**src/rtl/bp_be_lce_out_arb.sv**
```systemverilog
// Outbound LCE arbiter: per-channel skid FIFOs merged round-robin onto one port, plus an
// outstanding-message credit counter. Define BP_BE_LCE_ARB_FLUSH_EN to add the flush_i port.
module bp_be_lce_out_arb #(
  parameter int num_ch_p     = 3,
  parameter int data_width_p = 128,
  parameter int buf_els_p    = 2,
  parameter int credits_p    = 8,
  localparam int ch_id_width_lp  = (num_ch_p > 1) ? $clog2(num_ch_p) : 1,
  localparam int credit_width_lp = $clog2(credits_p + 1)
) (
  input  logic                               clk_i,
  input  logic                               reset_i,
`ifdef BP_BE_LCE_ARB_FLUSH_EN
  input  logic                               flush_i,
`endif
  input  logic [num_ch_p*data_width_p-1:0]   ch_data_i,
  input  logic [num_ch_p-1:0]                ch_v_i,
  output logic [num_ch_p-1:0]                ch_ready_o,
  output logic [data_width_p-1:0]            data_o,
  output logic [ch_id_width_lp-1:0]          ch_id_o,
  output logic                               v_o,
  input  logic                               ready_i,
  input  logic                               credit_return_i,
  output logic [credit_width_lp-1:0]         credit_count_o,
  output logic                               credits_full_o,
  output logic                               credits_empty_o
);

  localparam int ptr_width_lp = (buf_els_p > 1) ? $clog2(buf_els_p) : 1;
  localparam int cnt_width_lp = $clog2(buf_els_p + 1);

  logic [ch_id_width_lp-1:0]  r_rr_ptr;
  logic [ch_id_width_lp-1:0]  r_lock_id;
  logic                       r_lock;
  logic [credit_width_lp-1:0] r_credits;

  logic [num_ch_p-1:0]                    w_ne;
  logic [num_ch_p-1:0]                    w_enq;
  logic [num_ch_p-1:0]                    w_deq;
  logic [num_ch_p-1:0]                    w_keep;
  logic [num_ch_p-1:0][data_width_p-1:0]  w_head;
  logic [ch_id_width_lp-1:0]              w_gid;
  logic                                   w_any;
  logic                                   w_send;
  logic                                   w_flush;

`ifdef BP_BE_LCE_ARB_FLUSH_EN
  assign w_flush = flush_i;
`else
  assign w_flush = 1'b0;
`endif

  function automatic logic [ptr_width_lp-1:0] f_inc(input logic [ptr_width_lp-1:0] p);
    return (p == ptr_width_lp'(buf_els_p - 1)) ? '0 : p + ptr_width_lp'(1);
  endfunction

  for (genvar k = 0; k < num_ch_p; k++) begin : g_ch
    logic [data_width_p-1:0] r_mem [buf_els_p];
    logic [ptr_width_lp-1:0] r_rptr;
    logic [ptr_width_lp-1:0] r_wptr;
    logic [cnt_width_lp-1:0] r_cnt;

    assign w_ne[k]       = (r_cnt != '0);
    assign w_head[k]     = r_mem[r_rptr];
    assign w_deq[k]      = w_send & (w_gid == ch_id_width_lp'(k));
    // a full FIFO still accepts when its head leaves in the same cycle
    assign ch_ready_o[k] = (r_cnt != cnt_width_lp'(buf_els_p)) | w_deq[k];
    assign w_enq[k]      = ch_v_i[k] & ch_ready_o[k] & ~w_flush;
    assign w_keep[k]     = v_o & ~ready_i & (w_gid == ch_id_width_lp'(k));

    always_ff @(posedge clk_i) begin
      if (reset_i) begin
        r_rptr <= '0;
        r_wptr <= '0;
        r_cnt  <= '0;
      end else if (w_flush) begin
        // only the entry presented and stalled on the output survives a flush
        r_wptr <= w_keep[k] ? f_inc(r_rptr) : r_rptr;
        r_cnt  <= w_keep[k] ? cnt_width_lp'(1) : '0;
      end else begin
        if (w_enq[k]) begin
          r_mem[r_wptr] <= ch_data_i[k*data_width_p +: data_width_p];
          r_wptr        <= f_inc(r_wptr);
        end
        if (w_deq[k]) r_rptr <= f_inc(r_rptr);
        r_cnt <= r_cnt + cnt_width_lp'(w_enq[k]) - cnt_width_lp'(w_deq[k]);
      end
    end
  end

  always_comb begin
    w_gid = r_lock_id;
    if (!r_lock) begin
      w_gid = '0;
      // descending scan so the nearest non-empty channel after the pointer wins
      for (int i = num_ch_p - 1; i >= 0; i--) begin
        if (w_ne[ch_id_width_lp'((int'(r_rr_ptr) + i) % num_ch_p)])
          w_gid = ch_id_width_lp'((int'(r_rr_ptr) + i) % num_ch_p);
      end
    end
  end

  assign w_any           = |w_ne;
  assign credits_full_o  = (r_credits == credit_width_lp'(credits_p));
  assign credits_empty_o = (r_credits == '0);
  assign credit_count_o  = r_credits;
  assign v_o             = r_lock | (w_any & ~credits_full_o);
  assign w_send          = v_o & ready_i;
  assign data_o          = v_o ? w_head[w_gid] : '0;
  assign ch_id_o         = v_o ? w_gid : '0;

  always_ff @(posedge clk_i) begin
    if (reset_i) begin
      r_rr_ptr  <= '0;
      r_lock    <= 1'b0;
      r_lock_id <= '0;
      r_credits <= '0;
    end else begin
      r_lock    <= v_o & ~ready_i;
      r_lock_id <= w_gid;
      if (w_send)
        r_rr_ptr <= (w_gid == ch_id_width_lp'(num_ch_p - 1)) ? '0 : w_gid + ch_id_width_lp'(1);
      if (w_send && !credit_return_i)
        r_credits <= r_credits + credit_width_lp'(1);
      else if (!w_send && credit_return_i && !credits_empty_o)
        r_credits <= r_credits - credit_width_lp'(1);
    end
  end

`ifndef SYNTHESIS
  a_valid_needs_ready: assert property (@(posedge clk_i) disable iff (reset_i)
    (ch_v_i & ~ch_ready_o) == '0);
  a_no_return_at_zero: assert property (@(posedge clk_i) disable iff (reset_i)
    !(credit_return_i && credits_empty_o));
`endif

endmodule

```
**config.mk**
```make
export PLATFORM = sky130hd
export DESIGN_NAME = bp_be_lce_out_arb
export DESIGN_NICKNAME = d
export VERILOG_FILES = /design/src/rtl/bp_be_lce_out_arb.sv
export SDC_FILE = /design/constraint.sdc
export NUM_CORES = 1
export LEC_CHECK = 0
export ABC_CLOCK_PERIOD_IN_PS = 14950
export BUFFER_PORTS_ARGS = -buffer_cell sky130_fd_sc_hd__buf_2
export CORE_ASPECT_RATIO = 0.75
export CORE_MARGIN = 2
export CORE_UTILIZATION = 50
export DETAILED_ROUTE_END_ITERATION = 7
export HOLD_SLACK_MARGIN = 0.06
export PLACE_DENSITY = 0.72
export SLEW_MARGIN = 0
export SYNTH_ARGS = -nofsm -noshare
export SYNTH_HDL_FRONTEND = slang
export SYNTH_SLANG_ARGS = --single-unit
```
**constraint.sdc**
```tcl
create_clock -name clk_i -period 14.95 [get_ports clk_i]
set_input_delay 2.2425 -clock clk_i [delete_from_list [all_inputs] [get_ports clk_i]]
set_output_delay 2.2425 -clock clk_i [all_outputs]
set_load 0.01 [all_outputs]
```
**Word-level counts from Yosys, hierarchy flattened**

Memories as Yosys holds them, arrays and structs flattened. A register that Yosys moved wholly into a read port is not among the register bits.
Index checks and enable logic that the tools add are counted.

- Bits in registers: 21
- RAM bits: 768
- Bits of input ports: 391
- Output and inout port bits: 140
- Memories kept: 3

- $add $sub $neg: 17
- Divide/modulo/power cells: 3
- $lt $le $gt $ge: 4
- Equal/unequal tests: 6
- Muxes and demuxes: 41
- Bitwise gates (word level): 15
- Reductions and logical operators: 13

Memory list:

| memory | words | width | read ports | clocked after Yosys merged registers in | wr ports | RTL line | text |
|---|---|---|---|---|---|---|---|
| g_ch[0].r_mem | 2 | 128 | 1 | 1 | 1 | 58 | `logic [data_width_p-1:0] r_mem [buf_els_p];` |
| g_ch[1].r_mem | 2 | 128 | 1 | 1 | 1 | 58 |  |
| g_ch[2].r_mem | 2 | 128 | 1 | 1 | 1 | 58 |  |

Operator list:

| kind | count |
|---|---|
| 128-bit binary-select mux with 2-bit select | 1 |
| 128-bit 2-to-1 mux | 2 |
| 32-bit by 3-bit modulo with 32-bit output (second input constant) | 2 |
| 3-bit by 3-bit modulo with 32-bit output (second input constant) | 1 |
| 1-bit 2-to-1 mux | 27 |
| 2-bit by 4-bit < comparator with 1-bit output (second input constant) | 3 |
| 2-bit 2-to-1 mux | 6 |
| 1-bit AND | 9 |
| 4-bit 2-to-1 mux | 2 |
| 2-bit nonzero test | 4 |
| 1-bit adder (second input constant) | 6 |
| 2-bit by 1-bit adder with 2-bit output | 3 |
| 1-bit binary-select mux with 2-bit select | 3 |
| 2-bit != test (second input constant) | 3 |
| 2-bit by 1-bit subtractor with 2-bit output | 3 |
| 4-bit by 1-bit adder with 4-bit output (second input constant) | 1 |
| 4-bit equality test (second input constant) | 1 |
| 4-bit zero test | 1 |
| 1-bit OR | 4 |
| 4-bit by 1-bit subtractor with 4-bit output (second input constant) | 1 |
| 2-bit by 1-bit adder with 3-bit output (second input constant) | 1 |
| 2-bit by 2-bit adder with 3-bit output (second input constant) | 1 |
| 1-bit logical AND | 3 |
| 1-bit zero test | 3 |
| other kinds (7) | 8 |

**Depth between registers and ports, before layout**

Gate-level depths: netlist of run 1.

- Depth in word-level cells: 16
- Gate-level depth with buffers: 13
- Gate-level depth less buffers: 12

**Worst setup path before layout of run 1**

No wires, ideal clock.

- Path type: input to register
- Start: input ready_i
- End: memory g_ch[1].r_mem[0][0], enable pin
- Library setup time: 772 ps
- Arrival: 11916 ps
- Required time: 14178 ps
- Setup slack: 2263 ps
- Stages on the path: 5
- Path buffers: 0
- Path through: inv_1 > a221o_2 > a2111oi_4 > nor2_1 > nor3_1

- Word-level cells in the longest chain between the ends: 7

RTL lines:

| element | RTL line | text |
|---|---|---|
| start: declaration | 22 | `input logic ready_i,` |
| 1-bit AND | 108 | `assign w_send = v_o & ready_i;` |
| 1-bit AND | 65 | `assign w_deq[k] = w_send & (w_gid == ch_id_width_lp'(k));` |
| 1-bit OR | 67 | `assign ch_ready_o[k] = (r_cnt != cnt_width_lp'(buf_els_p)) \| w_deq[k];` |
| 1-bit AND | 68 | `assign w_enq[k] = ch_v_i[k] & ch_ready_o[k] & ~w_flush;` |
| 1-bit 2-to-1 mux | 81 | `if (w_enq[k]) begin` |
| 1-bit 2-to-1 mux | 72 | `if (reset_i) begin` |
| 1-bit 2-to-1 mux (implied by the code) | 82 | `r_mem[r_wptr] <= ch_data_i[k*data_width_p +: data_width_p];` |
| end: declaration | 58 |  |

No other way between the ends.

**Worst setup path after layout of run 1**

- Start: register r_rr_ptr[0]
- End: output data_o[0]

- Word-level cells in the longest chain between the ends: 12
- Elaborated cells between the ends (all ways): 21
- Classes of those cells: add/sub (2); div (3); mux (16)

RTL lines:

| element | RTL line | text |
|---|---|---|
| start: declaration | 32 | `logic [ch_id_width_lp-1:0] r_rr_ptr;` |
| start signal: assignment | 122 | `r_rr_ptr <= (w_gid == ch_id_width_lp'(num_ch_p - 1)) ? '0 : w_gid + ch_id_width_lp'(1);` |
| 2-bit by 2-bit adder with 3-bit output | 97, 98 |  |
| 32-bit by 3-bit modulo with 32-bit output | 97, 98 |  |
| 1-bit binary-select mux with 2-bit select | 97 | `if (w_ne[ch_id_width_lp'((int'(r_rr_ptr) + i) % num_ch_p)])` |
| 1-bit 2-to-1 mux (implied by the code) (2 in a row) | 97 |  |
| 2-bit 2-to-1 mux (2 in a row) | 97 |  |
| 2-bit 2-to-1 mux * | 97 |  |
| 2-bit 2-to-1 mux * | 93 | `if (!r_lock) begin` |
| 128-bit binary-select mux with 2-bit select * | 109 | `assign data_o = v_o ? w_head[w_gid] : '0;` |
| 128-bit 2-to-1 mux (implied by the code) * | 109 |  |
| 128-bit 2-to-1 mux * | 109 |  |
| end: declaration | 19 | `output logic [data_width_p-1:0] data_o,` |

Every way passes the cells marked *; elsewhere a longest branch is shown, timed or not. The select of a mux whose other input is x is not followed.

==> results of run 1 <==
[worst min-delay path by stage]
stage,start,depth (start not counted),to,slack [ns]
final,r_rr_ptr[0],2,r_rr_ptr[0],0.49
after floorplan,r_rr_ptr[0],2,r_rr_ptr[0],0.45
after global placement,r_rr_ptr[0],2,r_rr_ptr[0],0.47
after global routing,r_rr_ptr[0],2,r_rr_ptr[0],0.52
after CTS,r_rr_ptr[0],2,r_rr_ptr[0],0.49
after detailed placement,r_rr_ptr[0],2,r_rr_ptr[0],0.48
[area by class of cell]
| cell class | count | area share |
|---|---|---|
| diodes | 27 | 0.00180 |
| clock buffers | 94 | 0.0536 |
| multi-input cells | 804 | 0.202 |
| flip-flops and latches | 792 | 0.628 |
| inverters | 11 | 0.00110 |
| well taps | 810 | 0.0270 |
| repair buffers | 554 | 0.0762 |
| clock inverters | 43 | 0.0100 |
[synthesized netlist by cell type, drive strengths merged, types with 4 or more instances]
master / number / area share
a211oi: 5 / 0.0020
a21oi: 8 / 0.0014
buf: 36 / 0.0076
clkbuf: 57 / 0.0068
dfxtp: 24 / 0.015
edfxtp: 768 / 0.73
ha: 7 / 0.0028
inv: 11 / 0.0013
mux2: 134 / 0.057
mux2i: 385 / 0.12
nand2: 13 / 0.0015
nand2b: 9 / 0.0018
nand3: 5 / 0.00079
nor2: 32 / 0.0040
nor2b: 11 / 0.0022
nor3: 12 / 0.0019
nor4: 4 / 0.00079
o21ai: 8 / 0.0016
o22ai: 129 / 0.026
or2: 5 / 0.0011
xnor2: 6 / 0.0017
[tightest hold or removal path, delay by kind of cell (launching register included)]
family	cells	cell delay [ns]
and+or+nand+nor	1	0.06
DFF	1	0.33
AOI/OAI and AO/OA	1	0.05
[metrics by stage]
step	hold WS, ns	std cells
6_report	0.492	3135
5_1_grt	0.523	3118
4_1_cts	0.487	3108
3_5_place_dp	0.479	2971
3_3_place_gp	0.469	2971
2_1_floorplan	0.449	1700
[metal layers]
metal / vias to the layer above / part of all wire / global-route usage
met5: - / 0.0025 / 0
met4: 30 / 0.020 / 0.0616
met3: 133 / 0.080 / 0.0579
met2: 670 / 0.49 / 0.376
met1: 8918 / 0.41 / 0.303
li1: 7902 / - / -
[report_power, final]
| part | switching [mW] | internal, mW | total, mW |
|---|---|---|---|
| clock network | 0.810 | 1.05 | 1.86 |
| registers | 0.145 | 2.70 | 2.84 |
| logic | 1.65 | 1.28 | 2.93 |
| total | 2.60 | 5.03 | 7.63 |
[registers in the layout, summed over array words and instances (netlist names), named ones only]
register and cells:
r_lock 1, r_lock_id 2, g_ch.r_cnt 6, r_rr_ptr 2, credit_count_o 4, g_ch.r_rptr 3
g_ch.r_mem 768, g_ch.r_wptr 3
[cells in the final DEF (no fill, tap or decap), drive strengths merged, types with 3 or more instances in the layout]
master and n:
edfxtp 768, mux2i 385, clkinv 31, and2 3
buf 554, nor2b 11, clkbuf 94, xnor2 6
nand3 5, clkinvlp 3, nand2b 9, bufinv 5
a211oi 5, ha 7, o22ai 129, nand2 13
dfxtp 24, inv 15, nor3 12, nor4 4
nor2 32, diode 27, a21oi 8, o21ai 8
o21bai 3, or2 5, mux2 134
[cell families (layout without fill, tap and decap cells)]
group	Yosys count	count (layout)	share of synthesized area
multiplexers	519	519	0.179
XOR/XNOR	6	6	0.00166
buffers and inverters	104	702	0.0157
AO/OA/AOI/OAI	173	173	0.0392
flip-flops	792	792	0.746
other	0	27	0
adder cells (fa/ha/maj)	8	8	0.00341
AND/OR/NAND/NOR	98	98	0.0157
==> metrics.yaml, run 1 <==
status: "finished, final reports clean"
path_buf_inv: 5
cts-root-buf: "clkbuf_16"
netlist_area_sq_um: 31600
fin_crit_sh: 0.515
cts_hold_buffers: 0
drv_cap: 0
ys_seq_area_frac: 0.746
tritoncts: "built"
die_w_um: 294
cp.arrival_ns: 5.46
syn_to_final_growth_pct: 18.8
tightest_slew_ns: 1.18
fillers: 4574
io_buffers: 530
ys.flop_type: "edfxtp_1"
core_sq_um: 62300
crit_chain: "inv_1 -> ha_1 -> and2_1 -> a22oi_1 -> o32ai_4 -> a21oi_4 -> buf_4 -> buf_4 -> buf_4 -> mux2_2 -> o22ai_1 -> buf_2"
io_pins: 531
end_kind: "output port"
nets: 2639
crit_path_max_fanout: 50
routed_via_density: 5.63
fin_setup_tns_ns: 0
rows: 79
drv_slew: 0
insertion_delay_ns: 0.60
cpPeakStageDelay_ns: 0.81
initial_utilization: 0.507
grt_pass1_vias: 17900
cp-startpoint: "r_rr_ptr[0]"
antenna_found_initial: 37
cts_buffers: 77
stdcell_area_sq_um: 37500
regArea_sq_um: 23600
regToRegEndpoint: "g_ch[2].r_mem[1][48]"
finalHoldViolations: 0
die_area_sq_um: 65200
place_congestion: 0.924
rrSetupSlack_ns: 10.54
worst-r2r-cell-count: 9
wl_per_cell_um: 24.5
power.total_mw: 7.63
finalWorstSetupSlack_ns: 7.25
fmax_mhz: 130
drive_above_1_share: 0.358
h-tree-depth: 3
cts.clk_slew.worst_paths_ns: 0.06
ys_ff_latch: 792
synth_edf_count: 768
post_cts_buffers: 0
yosysWarnings: 0
hold_path.class: "reg -> reg"
cp_slowest_cell: "buf_4"
dr.pass1.iters: 7
track_usage: 0.228
overflow: 0
setup_violations: 0
ctsLongestPathBuffers: 3
rsz0062_at_grt: "no"
async_flop_share: 0
cts_resized: 0
finClkSkew_ns: 0.0204
place_ws_ns: 7.96
drc_errors: 0
syn_nets: 2099
power.density_nw_per_um2: 203
min_period_ns: 7.70
cp.depth: 12
p_leak_nw: 12.9
synthCells: 1700
clock-sinks: 792
crit_family: "buffers and inverters"
avgSynthCellArea_sq_um: 18.6
dpl-instance-area_sq_um: 35100
final_core_util: 0.602
grt_first_pass_wirelength_mm: 111
slew_headroom: 0.214
dp_hpwl_mm: 48.9
crit_required_ns: 12.71
vdd_drop_max_mv: 0.134
r2r-start: "r_rr_ptr[0]"
crit_type: "reg -> out"
num_vias: 17700
crit_end: "data_o[0]"
cpMostUsedCell: "buf_4"
drtIter0Drc: 1594
die_height_um: 222
postRouteAntennaNets: 0
ys_types: 58
wirelength_mm: 76.7
grt_max_degree: 129
multi_input_area_sq_um: 7590
startpoint_type: "register"
Note: power is estimated with default switching activity, not from simulation.
==> run 2: changes to the inputs <==
- ABC_AREA: default -> 1
- ABC_CLOCK_PERIOD_IN_PS: 14950 -> 8000
- clock period: 14.95 -> 8 ns (I/O delays scaled with it)
==> run 2 against run 1 <==
  * Non-clock buffer count up 3
  * Total power up 140%
  * Flip-flop and latch count unchanged
  * Register-to-register slack worse by 7.6 ns
  * Wire length up 7.8%
  * Global-route usage up 1.3 points
  * Cell count up 11%
  * Critical path depth up 5
  * Die area up 2.0%
  * Sequential power up 82%
  * Critical endpoint is now data_o[96]
  * Highest routed layer unchanged
==> metrics.yaml, run 2 <==
status: "finished, final reports clean"
vdd_drop_max_mv: 0.812  # +510%
cpPeakStageDelay_ns: 0.90  # +0.09 ns
crit_type: "reg -> out"
place_inst: 3291  # +11%
async_flop_share: 0  # unchanged
syn_to_final_growth_pct: 18.6
clock-sinks: 792  # unchanged
wl_per_cell_um: 23.8  # -2.6%
regMostFlops: "g_ch.r_mem"
overflow: 0  # unchanged
rsz0062_at_grt: "no"
ys_types: 35  # -40%
finalNonFillerCells: 3469  # +11%
io_pins: 531  # unchanged
crit_required_ns: 6.80  # -5.91 ns
cts.clk_slew.worst_paths_ns: 0.06  # about the same
fmax_mhz: 173
min_from: "g_ch[2].r_rptr"
cp-startpoint: "r_rr_ptr[0]"
most-common-layout-cells: "edfxtp_1 (768), buf_2 (530), nand2_1 (304)"
grt_max_degree: 114  # -12%
drc_errors: 0  # unchanged
drtIter0Drc: 1452  # -8.9%
startpoint_type: "register"
r2r-start: "r_rr_ptr[1]"
wirelength_mm: 82.7  # +7.8%
stdcell_area_sq_um: 38200  # +1.9%
finClkSkew_ns: 0.0190  # -0.00141 ns
drv_cap: 0  # unchanged
routed_via_density: 5.49  # -2.5%
tightest_slew_ns: 1.11  # -0.0684 ns
die_w_um: 297  # +1.0%
ys.flop_type: "edfxtp_1"
core_sq_um: 63700  # +2.2%
hold_depth: 1  # -1
num_vias: 19100  # +7.9%
rrSetupSlack_ns: 2.90  # -7.64 ns
synth.most_common_cell: "edfxtp_1"
drv_slew: 0  # unchanged
cts_hold_buffers: 0  # unchanged
setup_violations: 0  # unchanged
end_kind: "output port"
drive_above_1_share: 0.362  # +0.00380
cp.arrival_ns: 4.58  # -0.88 ns
post_cts_buffers: 0  # unchanged
hold_slack_ns: 0.439  # -0.0525 ns
insertion_delay_ns: 0.61  # about the same
finalHoldViolations: 0  # unchanged
yosysWarnings: 0  # unchanged
regToRegEndpoint: "g_ch[2].r_mem[0][7]"
cts_resized: 0  # unchanged
slew_headroom: 0.260  # +0.0456
synth_edf_count: 768  # unchanged
synth_largest_area_cell: "edfxtp_1"
io_buffers: 530  # unchanged
syn_nets: 2386  # +14%
grt_first_pass_wirelength_mm: 120  # +7.8%
place_congestion: 0.838  # -9.4%
ys_seq_area_frac: 0.730  # -0.0152
netlist_area_sq_um: 32200  # +2.1%
avgSynthCellArea_sq_um: 16.2  # -13%
grt_pass1_vias: 19100  # +7.1%
path_buf_inv: 4  # -1
cts-root-buf: "clkbuf_16"
fillers: 4870  # +6.5%
ys_ff_latch: 792  # unchanged
synth_top_area_frac: 0.715  # -0.0149
rows: 80  # +1.3%
die_height_um: 224  # +1.0%
nets: 2910  # +10%
antenna_found_initial: 39  # +5.4%
cp_slowest_cell: "buf_4"
hold_path.class: "reg -> reg"
synthCells: 1987  # +17%
ctsLongestPathBuffers: 3  # unchanged
tritoncts: "built"
die_area_sq_um: 66500  # +2.0%
dpl-instance-area_sq_um: 35700  # +1.8%
mostFrequentLayoutCell: "edfxtp_1"
power.total_mw: 18.0  # +140%
largest_reg_flops: 768  # unchanged
crit_chain: "inv_1 -> ha_1 -> inv_1 -> nand2_1 -> nand2_1 -> nand2_1 -> nand2_1 -> nand2_1 -> nand2_1 -> nand2_1 -> nand2_1 -> nand2_2 -> nand2_4 -> buf_4 -> a21oi_1 -> a211oi_2 -> buf_2"
min_period_ns: 5.78
yosys-top-cells-count: "edfxtp_1 (768), nand2_1 (305), mux2i_1 (256), a21oi_1 (139), mux2_2 (128)"
worst-r2r-cell-count: 18  # +9
power.density_nw_per_um2: 470  # +130%
p_leak_nw: 13.8  # +6.4%
h-tree-depth: 3  # unchanged
cpMostUsedCell: "nand2_1"
synth_area_leaders: "edfxtp_1 (72%), mux2i_1 (7.9%), a211oi_2 (4.7%), mux2_2 (4.5%), nand2_1 (3.6%)"
postRouteAntennaNets: 0  # unchanged
initial_utilization: 0.506  # -0.000724
track_usage: 0.241  # +0.0130
cts_buffers: 79  # +2.6%
fin_setup_tns_ns: 0  # unchanged
fin_crit_sh: 0.723
dr.pass1.iters: 5  # -2
crit_family: "buffers and inverters"
dp_hpwl_mm: 54.9  # +12%
crit_path_max_fanout: 78  # +56%
[run 2: area by class of cell]
class / instances / area [sq um] / area share
flip-flops and latches: 792 / 23600 / 0.616
multi-input cells: 1053 / 8060 / 0.211
clock buffers: 102 / 2150 / 0.0562
clock inverters: 43 / 307 / 0.00802
diodes: 33 / 82.6 / 0.00216
well taps: 861 / 1080 / 0.0282
inverters: 28 / 108 / 0.00282
repair buffers: 557 / 2880 / 0.0754
[run 2: cells by family (layout without fill, tap and decap cells)]
kind of cell / Yosys count / count (layout) / synth area share
flip-flops: 792 / 792 / 0.730
multiplexers: 384 / 384 / 0.124
AND/OR/NAND/NOR: 373 / 373 / 0.0459
AO/OA/AOI/OAI: 284 / 284 / 0.0731
other: 0 / 33 / 0
buffers and inverters: 142 / 730 / 0.0220
adder cells (fa/ha/maj): 8 / 8 / 0.00334
XOR/XNOR: 4 / 4 / 0.00109
[run 2: metal layers]
| metal | wire length (um) | track usage | vias to the layer above |
|---|---|---|---|
| met4 | 2810 | 0.0968 | 8 |
| met5 | 48 | 0 | - |
| li1 | - | - | 8678 |
| met1 | 33600 | 0.320 | 9405 |
| met2 | 40800 | 0.394 | 789 |
| met3 | 5380 | 0.0479 | 174 |
[run 2: stage by stage]
step	setup WS (ns)	util
floorplan	0.162	-
global placement	2.92	0.560
detailed placement	2.84	0.560
CTS	2.19	0.599
global route	1.90	0.600
finish	2.22	0.600
[run 2: worst max path at each step]
stage | end | slack [ns] | depth (start not counted)
6_report | data_o[96] | 2.22 | 17
2_1_floorplan | g_ch[1].r_mem[0][0] | 0.16 | 6
4_1_cts | data_o[98] | 2.19 | 17
3_5_place_dp | g_ch[2].r_mem[0][10] | 2.84 | 18
3_3_place_gp | data_o[97] | 2.92 | 17
5_1_grt | data_o[98] | 1.90 | 17
[run 2: where the power goes]
part	switching [mW]	total, mW	leakage (nW)	internal [mW]
registers	0.206	5.17	7.24	4.97
logic	6.07	9.26	5.33	3.19
clock network	1.52	3.54	1.19	2.02
total	7.79	18.0	13.8	10.2
